==> src/rtl/vram_text_dump.sv <==
// vram_text_dump: scans the text VRAM row by row and streams each character as a byte, ending every row with CR/LF.
// Build macro VRAM_DUMP_FILTER_EN replaces non-printable bytes with '.'.
module vram_text_dump #(
  parameter int size = 16
) (
  input  logic        clk,
  input  logic        reset,
  input  logic        start,
  output logic        busy,
  output logic        done,
  output logic        rd,
  output logic [12:0] addr_vram,
  input  logic [7:0]  data_vram,
  output logic [7:0]  tx_data,
  output logic        tx_valid,
  input  logic        tx_ready
);

  localparam int cols = 640 / size;
  localparam int rows = 480 / size;
  localparam logic [6:0] lastcol = 7'(cols - 1);
  localparam logic [6:0] lastrow = 7'(rows - 1);

  typedef enum logic [2:0] {IDLE, READ, LATCH, SEND, CR, LF, DONE} state_t;

  state_t     state;
  logic [6:0] row;
  logic [6:0] col;
  logic       handshake;

  assign handshake = tx_valid && tx_ready;

  function automatic logic [12:0] addr_of(input logic [6:0] r, input logic [6:0] c);
    return 13'(r) * 13'(cols) + 13'(c);
  endfunction

  // Empty cells (0x00) are shown as spaces so the terminal layout stays aligned.
  function automatic logic [7:0] map_char(input logic [7:0] b);
    logic [7:0] m;
    m = b;
    if (b == 8'h00)
      m = 8'h20;
`ifdef VRAM_DUMP_FILTER_EN
    else if (b < 8'h20 || b >= 8'h7F)
      m = 8'h2E;
`else
    else
      m = b;
`endif
    return m;
  endfunction

  // Outputs are registered and set on entry to the state that owns them.
  always_ff @(posedge clk) begin
    if (reset) begin
      state     <= IDLE;
      row       <= 7'd0;
      col       <= 7'd0;
      busy      <= 1'b0;
      done      <= 1'b0;
      rd        <= 1'b0;
      addr_vram <= 13'd0;
      tx_data   <= 8'h00;
      tx_valid  <= 1'b0;
    end else begin
      done <= 1'b0;
      rd   <= 1'b0;
      case (state)
        IDLE: begin
          if (start) begin
            state     <= READ;
            row       <= 7'd0;
            col       <= 7'd0;
            busy      <= 1'b1;
            rd        <= 1'b1;
            addr_vram <= 13'd0;
          end
        end
        READ: begin
          state <= LATCH;
        end
        LATCH: begin
          tx_data  <= map_char(data_vram);
          tx_valid <= 1'b1;
          state    <= SEND;
        end
        SEND: begin
          if (handshake) begin
            if (col == lastcol) begin
              tx_data <= 8'h0D;
              state   <= CR;
            end else begin
              col       <= col + 7'd1;
              tx_valid  <= 1'b0;
              rd        <= 1'b1;
              addr_vram <= addr_of(row, col + 7'd1);
              state     <= READ;
            end
          end
        end
        CR: begin
          if (handshake) begin
            tx_data <= 8'h0A;
            state   <= LF;
          end
        end
        LF: begin
          if (handshake) begin
            col      <= 7'd0;
            tx_valid <= 1'b0;
            if (row == lastrow) begin
              busy  <= 1'b0;
              done  <= 1'b1;
              state <= DONE;
            end else begin
              row       <= row + 7'd1;
              rd        <= 1'b1;
              addr_vram <= addr_of(row + 7'd1, 7'd0);
              state     <= READ;
            end
          end
        end
        DONE: begin
          state <= IDLE;
        end
        default: begin
          state <= IDLE;
        end
      endcase
    end
  end

endmodule

==> config.mk <==
export PLATFORM = sky130hd
export DESIGN_NAME = vram_text_dump
export DESIGN_NICKNAME = d
export VERILOG_FILES = /design/src/rtl/vram_text_dump.sv
export SDC_FILE = /design/constraint.sdc
export NUM_CORES = 1
export LEC_CHECK = 0
export CAP_MARGIN = 20
export CORE_MARGIN = 2
export CORE_UTILIZATION = 45
export DETAILED_ROUTE_END_ITERATION = 8
export DONT_BUFFER_PORTS = 1
export PLACE_DENSITY = 0.61
export SYNTH_ARGS = -nofsm -noshare
export SYNTH_HDL_FRONTEND = slang
export SYNTH_SLANG_ARGS = --single-unit
export TNS_END_PERCENT = 30
==> constraint.sdc <==
create_clock -name clk -period 3.2 [get_ports clk]
set_input_delay 0.64 -clock clk [delete_from_list [all_inputs] [get_ports clk]]
set_output_delay 0.64 -clock clk [all_outputs]
set_load 0.02 [all_outputs]
# --- Word level (Yosys, flattened, before mapping) ---
# Index checks and enable logic that the tools add are counted.
word_totals:
  regBits: 42
  output_inout_bits: 25
op_classes:
  n_addsub: 3
  mul: 2
  eq_ne: 15
  muxes: 41
  bitwise_logic: 2
  n_reduce_logical: 15
ops:
  columns: ["operator", "count"]
  rows:
  - ["$mux 13", 5]
  - ["$mux 7", 6]
  - ["$pmux 13 s3", 1]
  - ["$mux 8", 4]
  - ["$pmux 8 s3", 1]
  - ["$pmux 7 s3", 1]
  - ["$mul 7x3->10 const B", 2]
  - ["$reduce_and 4->1", 5]
  - ["$mux 3", 6]
  - ["$pmux 3 s6", 1]
  - ["$ne 2x2->1 const B", 8]
  - ["$add 7x1->7 const B", 2]
  - ["$pmux 7 s2", 1]
  - ["$add 13x7->13", 1]
  - ["$mux 1", 12]
  - ["$reduce_bool 3->1", 3]
  - ["$logic_not 8->1", 1]
  - ["$eq 7x5->1 const B", 1]
  - ["$eq 7x6->1 const B", 1]
  - ["$eq 3x2->1 const B", 2]
  - ["$eq 3x3->1 const B", 2]
  - ["$pmux 1 s3", 2]
  - ["$reduce_and 6->1", 1]
  - ["$reduce_and 5->1", 1]
  - ["other kinds (7)", 8]

# --- Logic depth before layout (Yosys ltp) ---
logic_depth:
  depth_word: 5
  ltp_mapped: 12
  depth_no_buf: 12

# --- Worst setup path before layout ---
# OpenSTA, ideal clock, no wires.
synth_path:
  kind: "flip-flop to flip-flop"
  start: "register row[0]"
  end: "register addr_vram[11]"
  setup_ns: 0.075
  arrival_ns: 2.863
  required_time_ns: 3.125
  setup_slack_ns: 0.262
  stages_incl_launch_ff: 12
  cell_sequence: "dfxtp_1 -> ha_1 -> nand3_1 -> nor2_1 -> xor2_1 -> ha_1 -> ha_1 -> and3_1 -> a2111oi_0 -> xnor2_1 -> a21oi_1 -> o22ai_1"
synth_between:
  elab_chain_len: 5
synth_lines:
  columns: ["element", "line", "text"]
  rows:
  - ["from (decl)", "27", "logic [6:0] row;"]
  - ["from (signal assigned)", "116", "row <= row + 7'd1;"]
  - ["$mul 7x3->10 / $add 7x1->7 (equally long branches)", "34, 118", null]
  - ["$add 13x7->13 / $mul 7x3->10 (equally long branches)", "34", "return 13'(r) * 13'(cols) + 13'(c);"]
  - ["$mux 13, on equally long branches", "89, 111", null]
  - ["$mux 13, on equally long branches", "88, 108", null]
  - ["$pmux 13 s3", "68", "case (state)"]
  - ["to (signal assigned)", "96", "addr_vram <= addr_of(row, col + 7'd1);"]
  - ["to (signal assigned)", "118", "addr_vram <= addr_of(row + 7'd1, 7'd0);"]
  - ["to (decl)", "12", "output logic [12:0] addr_vram,"]
# Parallel ways exist; a longest one is shown, timed or not. The select of a mux whose other input is x is not followed.
# A chain may end at the register's enable or synchronous reset.

# --- Final worst setup path ---
# Same ends and word-level chain as after synthesis.

==> run summary <==
Reg clk slew, reported paths -> 90 ps
R2r startpoint -> row[0]
Setup total negative slack -> 0 ps
Antenna diodes -> 0
Period Utilization, post-route -> 89.6%
Fin crit period -> 2870 ps
DRC errors left -> 0
Worst slew margin -> 32.3%
Initial DRC Count -> 134
CP peak stage delay -> 430 ps
Clock share of power -> 30.1%
Final setup fails -> 0
Simple-gate portion of the synthesized area -> 22.4%
CTS tree -> yes
Vias per cell -> 5.73
Worst r2r dst -> addr_vram[11]
Worst EP required -> 3430 ps
Max-cap violations -> 0
Vias in the first global route -> 2190
Post-synth EDFFs -> 0
Leak -> 1.29 nW
Synth Area in Compound Gates -> 22.9%
Largest net degree at the start of global routing -> 42
Clk_lat worst skew -> 300 ps
CP Class -> reg -> reg
Combinational group share of total power -> 14.5%
Hold Crit Class -> in -> reg
Worst R2R Setup Slack -> 330 ps
# IOs -> 37
DP Cell Count -> 400
Most frequent cells in the layout -> 41 x dfxtp_1, 40 x nor2_1, 29 x a21oi_1
Routability cong. -> 0.843
Hold Path Origin -> reset
Nets -> 374
Syn-to-layout area delta -> 4.47%
Status -> complete, no violations
Worst EP arrival -> 3100 ps
Seq/Total Area, Yosys -> 29.8%
Nature of the critical path endpoint -> flip-flop
Post-synth net total -> 380
Gr usage total -> 18.5%
Die W -> 83.2 um
Layout cells sized above 1 -> 6.91%
Clock skew -> 10.0 ps
Avg WL per Cell -> 15.3 um
DPL Wire Length -> 4.64 mm
Max Clock Freq -> 0.349 GHz
P per Cell Area -> 392 mW/mm2
Critical-path cell list -> ha_1 > nand3_1 > xnor2_1 > ha_1 > ha_1 > a21oi_1 > nor2_1 > a2111oi_1 > xnor2_1 > a21oi_1 > o22ai_1
Clock Tree Root -> clkbuf_8
Peak VDD IR -> 0.199 mV
Most common cell after layout, fill and taps aside -> dfxtp_1
Internal power -> 783 uW
Slowest cell on crit path -> a2111oi_1
Seq pwr share -> 55.4%
Hold Fails Final Rpt -> 0
CTS Sinks -> 42
DIE AREA -> 0.00692 mm2
Die height -> 83.2 um
RSZ-0062 raised after global routing -> false
Core area -> 0.00599 mm2
Cell mode on critical path -> ha_1
Worst-margin pin slew -> 1010 ps
Initial antenna violation count -> 0
Xor and xnor area share after synthesis -> 7.13%
Total global routing overflow -> 0
Mux cell area share after synthesis -> 0%
Cells after synthesis -> 338
Clock buffer depth -> 2
Final cell count without fillers -> 408
Synth Area in Adders -> 14.1%
Ys async rst share -> 0%
Sw frac -> 32.4%
Via count -> 2338
First-pass GRT wire length -> 10.7 mm
Worst-path fanout max -> 4
TritonCTS Buffers -> 5
CP startpoint kind -> flip-flop
Num rows -> 28
Count of state elements after synthesis -> 42
DR pass1 iterations -> 4
Synth Flop Type -> dfxtp_1
Synthesized cell area -> 0.00282 mm2
Count of cell types in the netlist -> 56
Routed wire length -> 6.24 mm
Post-CTS Setup Inserts -> 0
Worst reg-to-reg path cell count -> 11
PortBufs -> 0
CTS HTree Levels -> 2
Net Switching -> 375 uW
Final hold slack -> 401 ps
Largest family of logic cells by synthesized area -> compound AO/OA/AOI/OAI gates
Initial Util -> 47.1%
Hold depth -> 1
DRT antenna net count -> 0
Max Transition Viols Final -> 0
Hold Path End -> addr_vram[8]
Fill cells -> 613
Yosys warns -> 0
Mean Syn Cell Area -> 8.35 um2
kinds of logic (layout without fill, tap and decap cells):
| logic type | count (synthesis) | after routing |
|---|---|---|
| compound gates | 93 | 93 |
| xor+xnor | 23 | 23 |
| fa+ha+maj | 30 | 30 |
| buf+inv | 23 | 18 |
| flops | 42 | 42 |
| simple gates | 127 | 127 |
power by group through the flow:
stage,logic (mW),registers [mW],clock network [mW]
after global placement,0.167,0.652,0
after CTS,0.168,0.641,0.356
after global routing,0.193,0.648,0.384
final,0.168,0.641,0.349
after floorplan,0.170,0.631,0
after detailed placement,0.168,0.654,0
per-stage QoR:
step / setup slack [ps] / total power, mW / utilization, % / area [um2]
6_report: 333 / 1.16 / 49.2 / 2950
3_3_place_gp: 324 / 0.820 / 47.8 / 2860
2_1_floorplan: 262 / 0.801 / - / 2820
3_5_place_dp: 305 / 0.822 / 47.8 / 2860
4_1_cts: 275 / 1.17 / 49.2 / 2950
5_1_grt: 10.4 / 1.22 / 49.2 / 2950
registers in the layout (all words and copies together), names as in the netlist:
name / count
addr_vram: 13
tx_data: 8
col: 7
row: 7
state: 3
busy: 1
done: 1
rd: 1
tx_valid: 1
Yosys cell counts (4+ instances only):
cell type  count  area share [%]
a211oi_1      10             2.7
a21o_1         8             2.1
a21oi_1       29             5.1
a22oi_1        9             2.4
a31oi_1        4            0.89
and2_1         4            0.89
clkbuf_1       9             1.2
dfxtp_1       42              30
ha_1          27              12
inv_1          7            0.93
nand2_1       24             3.2
nand2b_1       4            0.89
nand3_1       16             2.8
nor2_1        40             5.3
nor2b_1        6             1.3
nor3_1        11             1.9
o21ai_0        9             1.6
xnor2_1       10             3.1
xor2_1        13             4.0
worst max-delay path, delay by kind of cell (launching register included):
family	cells	cell delay, ps
XOR/XNOR	2	450
AND/OR/NAND/NOR	2	250
AO/OA/AOI/OAI	4	880
flip-flops	1	350
adder cells (fa/ha/maj)	3	850
area by class of cell:
class                   count  area, um2  area share [%]
clock inverters             2       13.8           0.466
well taps                  75       93.8            3.18
clock buffers               6       72.6            2.46
flip-flops and latches     42        842            28.5
multi-input cells         273       1880            63.7
repair buffers              3       22.5           0.763
inverters                   7       26.3           0.891
how the worst max path moves through the flow:
stage / from / endpoint / slack, ps / depth (start not counted)
final: row[0] / addr_vram[11] / 330 / 11
after global routing: row[0] / addr_vram[11] / 10 / 12
after CTS: row[0] / addr_vram[11] / 280 / 11
after detailed placement: row[0] / addr_vram[11] / 300 / 11
after global placement: row[1] / addr_vram[11] / 320 / 11
after floorplan: row[0] / addr_vram[11] / 260 / 11
routing by layer:
layer / global-route usage, % / wire (um)
met5: 0 / 0
met4: 4.62 / 54
met3: 3.38 / 269
met2: 27.3 / 2620
met1: 27.6 / 3300
repair_timing:
action	CTS	global route
endpoints found under the setup margin	0	1
resized for setup	0	2
hold buffers	0	0
Power figures use the tool's default switching activity.
